## src/rtl/token_dropper.sv

```systemverilog
// Drop-a-token board controller: accepts one column request at a time,
// animates the token falling one row per step_tick, then commits it to the
// lowest free cell of that column.
//
//   state    | meaning
//   ---------+-----------------------------------------------------------
//   S_IDLE   | ready for a request; only state with req_ready = 1
//   S_REJECT | one-cycle reject pulse for a bad or full column
//   S_FALL   | token animating; falling_row steps down on step_tick
//   S_PLACE  | one-cycle column pulse; board is written at its end
module token_dropper #(
    parameter int ROWS = 6,
    parameter int COLS = 8
) (
    input  logic                       clk,
    input  logic                       reset,
    input  logic                       req_valid,
    input  logic [3:0]                 col_req,
    input  logic                       player,
    input  logic                       step_tick,
    output logic                       req_ready,
    output logic [COLS-1:0][2:0]       counters,
    output logic [COLS-1:0][ROWS-1:0]  occupied,
    output logic [COLS-1:0][ROWS-1:0]  owner,
    output logic                       falling_active,
    output logic [3:0]                 falling_col,
    output logic [2:0]                 falling_row,
    output logic [3:0]                 column,
    output logic                       reject
);

    typedef enum logic [1:0] {
        S_IDLE,
        S_REJECT,
        S_FALL,
        S_PLACE
    } state_t;

    localparam logic [2:0] ROWS_FULL = 3'(ROWS);
    localparam logic [2:0] ROW_TOP   = 3'(ROWS - 1);

    state_t                      state_q;
    logic [COLS-1:0][2:0]        counters_q;
    logic [COLS-1:0][ROWS-1:0]   occupied_q;
    logic [COLS-1:0][ROWS-1:0]   owner_q;
    logic [3:0]                  lat_col_q;
    logic                        lat_player_q;
    logic [2:0]                  target_q;
    logic [2:0]                  fall_row_q;
    logic                        falling_active_q;
    logic [3:0]                  column_q;
    logic                        reject_q;

    logic                        sel_valid;
    logic [2:0]                  sel_count;
    logic                        req_ok;

    // Decode the requested column: in range, and how many tokens it holds.
    always_comb begin
        sel_valid = 1'b0;
        sel_count = 3'd0;
        for (int c = 0; c < COLS; c++) begin
            if (col_req == 4'(c + 1)) begin
                sel_valid = 1'b1;
                sel_count = counters_q[c];
            end
        end
        // A full column is never accepted, so counters cannot pass ROWS.
        req_ok = sel_valid && (sel_count < ROWS_FULL);
    end

    // Sequencer and board storage; reset wins over everything, dropping any token in flight.
    always_ff @(posedge clk) begin
        if (reset) begin
            state_q          <= S_IDLE;
            counters_q       <= '0;
            occupied_q       <= '0;
            owner_q          <= '0;
            lat_col_q        <= 4'd0;
            lat_player_q     <= 1'b0;
            target_q         <= 3'd0;
            fall_row_q       <= 3'd0;
            falling_active_q <= 1'b0;
            column_q         <= 4'd0;
            reject_q         <= 1'b0;
        end else begin
            column_q <= 4'd0;
            reject_q <= 1'b0;
            case (state_q)
                S_IDLE: begin
                    if (req_valid) begin
                        if (req_ok) begin
                            lat_col_q        <= col_req;
                            lat_player_q     <= player;
                            target_q         <= sel_count;
                            fall_row_q       <= ROW_TOP;
                            falling_active_q <= 1'b1;
                            state_q          <= S_FALL;
                        end else begin
                            reject_q <= 1'b1;
                            state_q  <= S_REJECT;
                        end
                    end
                end
                S_REJECT: begin
                    state_q <= S_IDLE;
                end
                S_FALL: begin
                    if (step_tick) begin
                        if (fall_row_q == target_q) begin
                            column_q <= lat_col_q;
                            state_q  <= S_PLACE;
                        end else begin
                            fall_row_q <= fall_row_q - 3'd1;
                        end
                    end
                end
                S_PLACE: begin
                    // Counters still show the old value during this cycle.
                    for (int c = 0; c < COLS; c++) begin
                        if (lat_col_q == 4'(c + 1)) begin
                            counters_q[c] <= counters_q[c] + 3'd1;
                            for (int r = 0; r < ROWS; r++) begin
                                if (target_q == 3'(r)) begin
                                    occupied_q[c][r] <= 1'b1;
                                    owner_q[c][r]    <= lat_player_q;
                                end
                            end
                        end
                    end
                    lat_col_q        <= 4'd0;
                    fall_row_q       <= 3'd0;
                    falling_active_q <= 1'b0;
                    state_q          <= S_IDLE;
                end
                default: begin
                    state_q <= S_IDLE;
                end
            endcase
        end
    end

    assign req_ready      = (state_q == S_IDLE);
    assign counters       = counters_q;
    assign occupied       = occupied_q;
    assign owner          = owner_q;
    assign falling_active = falling_active_q;
    assign falling_col    = lat_col_q;
    assign falling_row    = fall_row_q;
    assign column         = column_q;
    assign reject         = reject_q;

endmodule

```

## config.mk

```make
export PLATFORM = sky130hd
export DESIGN_NAME = token_dropper
export DESIGN_NICKNAME = d
export VERILOG_FILES = /design/src/rtl/token_dropper.sv
export SDC_FILE = /design/constraint.sdc
export NUM_CORES = 1
export LEC_CHECK = 0
export ABC_AREA = 1
export ABC_CLOCK_PERIOD_IN_PS = 1800
export CAP_MARGIN = 20
export CORE_MARGIN = 2
export CORE_UTILIZATION = 44
export DETAILED_ROUTE_END_ITERATION = 12
export PLACE_DENSITY = 0.75
export SYNTH_ARGS = -nofsm -noshare
export SYNTH_HDL_FRONTEND = slang
export SYNTH_SLANG_ARGS = --single-unit
```

## constraint.sdc

```tcl
create_clock -name clk -period 1.8 [get_ports clk]
set_clock_uncertainty 0.05 [all_clocks]
set_input_delay 0.27 -clock clk [delete_from_list [all_inputs] [get_ports clk]]
set_output_delay 0.27 -clock clk [all_outputs]
set_load 0.02 [all_outputs]
```

==> impl_metrics.ini <==
[layout]
synthToLayoutAreaGrowth_pct = 43.5
layout-drive-gt1-share_pct = 11.4
multiInputGateArea_mm2 = 0.00232
n_fill_cell = 1005
ff_latch_area_mm2 = 0.00279
diodes = 0
fin_nets = 889

[sta]
worst_slack_ns = 0.0372
finalSetupViolations = 0
slew_headroom_pct = 66.0
worst_slew_pin_slew_ns = 0.509
post-route-min-period_ns = 1.76
fmax_mhz = 567
min_period_over_period_pct = 97.9
slew_violations = 0
rsz0062_at_grt = true
final_hold_viol_count = 0

[global_route]
grt_start_max_net_pins = 43
antenna_found_initial = 0
grt_pass1_wl_um = 25700
grt_pass1_vias = 5171
overflow = 0
grt_usage_pct = 25.3

[logic_synthesis]
yosysTopAreaCellShare_pct = 51.6
ys_ff_latch = 139
synth_cell_types = 33
synth_seq_area_share_pct = 51.6
yosysWarnings = 0
synth-main-ff-cell = dfxtp_1
async_reset_ff_share_pct = 0
syn_avg_cell_area_um2 = 7.71
synth_edf_count = 0
synth_top_cell_by_area = dfxtp_1
syn_inst = 699
synthTopCellsByArea = dfxtp_1, nor2_1, a21oi_1
syn-cell-area_mm2 = 0.00539
synth.net_count = 721

[worst_setup_path]
path_buf_inv = 2
worst-r2r-cell-count = 11
cpMaxStageDelayCell = clkdlybuf4s15_1
cp.depth = 3
crit_family = buffers and inverters
path_class = reg2out
critPathRequiredTime_ns = 1.48
crit_path_start_kind = flip-flop
path_cells = inv_1, ha_1, clkdlybuf4s15_1
cp.arrival_ns = 1.44
path_max_fanout = 4
crit_path_max_incr_delay_ns = 0.34
end_kind = primary output

[route]
wirelength_um = 16200
route.vias.total = 5344
final_antenna_net_count = 0
drtIter0Drc = 372
wire_per_inst_um = 15.8
viasPerCell = 5.20
first_pass_iters = 5
drc = 0

[clock_tree]
cts_buffers = 17
cts-root-buf = clkbuf_16
htree_levels = 4
clock-sinks = 139
clockBufferDepth = 2
clock_latency_ns = 0.42
cts_hold_buf = 0
cts_tree = done
clk_pin_slew_ns = 0.06

[die]
start_util_pct = 45.1
die_width_um = 115
core-area_mm2 = 0.0120
fp.dieArea_mm2 = 0.0132
ioPinCount = 143
std_cell_rows = 40
die_h_um = 115

[pwr]
power.total_uw = 7990
ir_drop_uv = 575
p_leak_uw = 0.00325
p_per_area_mw_per_mm2 = 1030

[flow_run]
maxCapViolCount = 0

[hold_path]
min_path_cells = 3
holdCritPathClass = in2reg

[placement]
hpwl_um = 11200
place_congestion = 0.837
port_buffers = 142
pre_cts_slack_ns = -0.494

[outcome]
status = completed
-- worst paths after layout --
path | start | endpoint | slack (ns)
worst max-delay path | state_q[0] | req_ready | 0.04
worst min register to register | occupied[33] | occupied[33] | 0.40
worst min-delay path | reset | occupied[47] | 0.29
worst max register to register | state_q[0] | falling_row[1] | 0.15
-- state kept, by name (all words and copies together), names as in the netlist --
name            cells
column              4
counters           24
falling_active      1
falling_col         4
falling_row         3
lat_player_q        1
occupied           48
owner              48
reject              1
state_q             2
target_q            3
-- logic make-up after synthesis --
kind of cell | share of synthesized area, %
AO/OA/AOI/OAI | 13.9
AND/OR/NAND/NOR | 24.7
buffers and inverters | 6.08
XOR/XNOR | 0.650
adder cells (fa/ha/maj) | 3.02
flip-flops | 51.6
-- layout by cell type (no fill, tap or decap), types with 2 or more instances in the layout --
master,instances
o21ai_1,2
nand2_1,67
nor2_2,8
dfxtp_2,3
and3_1,3
clkinv_2,3
nor3_1,10
buf_4,27
bufinv_16,2
clkinv_4,3
ha_1,12
nand4_1,3
o21ai_0,62
clkdlybuf4s50_1,113
xnor2_1,4
or2_2,3
inv_1,52
dfxtp_1,136
nor2_1,172
nand3_1,29
dlymetal6s2s_1,5
nand2_4,4
dlygate4sd2_1,22
a21oi_1,80
nand2_2,4
nor3_2,2
nor2_4,2
inv_2,9
clkbuf_16,17
clkinvlp_4,3
-- power breakdown --
part	total (uW)	internal, uW	switching (uW)
Clock	3450	2080	1370
Combinational	1280	488	790
Sequential	3260	3160	97.5
-- routing by layer --
layer / routed length, um / up-vias / global-route usage (%)
met1: 6680 / 2516 / 29.9
li1: - / 2609 / -
met2: 7860 / 192 / 41.6
met3: 1420 / 27 / 10.3
met5: 0 / - / 0
met4: 286 / 0 / 8.46
-- cell usage after synthesis, types with 2 or more instances --
library cell / count
nor2_1: 178
dfxtp_1: 139
a21oi_1: 80
nand2_1: 69
o21ai_0: 62
inv_1: 57
nand3_1: 29
clkbuf_1: 17
ha_1: 13
nor3_1: 10
inv_2: 4
xnor2_1: 4
and3_1: 3
nand2_2: 3
nand2_4: 3
nand4_1: 3
nor3_2: 3
or2_2: 3
buf_1: 2
nor2_2: 2
nor2_4: 2
o21ai_1: 2
-- stage by stage --
step	utilization, %	hold slack [ns]	cells	setup TNS (ns)	area [um2]
3_3_place_gp	59.4	0.390	992	-5.31	7100
5_1_grt	64.7	0.291	1027	-0.0369	7740
6_report	64.7	0.289	1027	0	7740
2_1_floorplan	-	0.367	699	0	5390
3_5_place_dp	59.4	0.394	992	-6.11	7100
4_1_cts	64.1	0.277	1025	0	7670
-- timing repair --
item                       in CTS  in global routing
cloned                          1                  0
resized for setup              24                 23
setup endpoints to repair      28                 57
setup buffers                   0                  2
pin swaps                       0                  2
-- worst reg2reg max path: stages, from the launching register on --
cell      delay, ns
dfxtp_2        0.33
inv_1          0.10
ha_1           0.21
inv_2          0.07
or2_2          0.29
nand2_1        0.06
a211oi_1       0.04
buf_4          0.14
nand2_4        0.08
nand2_1        0.05
nand2_1        0.06
nor2_2         0.03
-- final cells by class --
cell class	instances	share of cell area, %
Clock buffer	19	5.72
Timing Repair Buffer	170	21.0
Inverter	62	3.01
Sequential cell	139	36.0
Multi-Input combinational cell	477	30.0
Tap cell	147	2.38
Clock inverter	13	1.86
(Power assumes the default switching activity.)
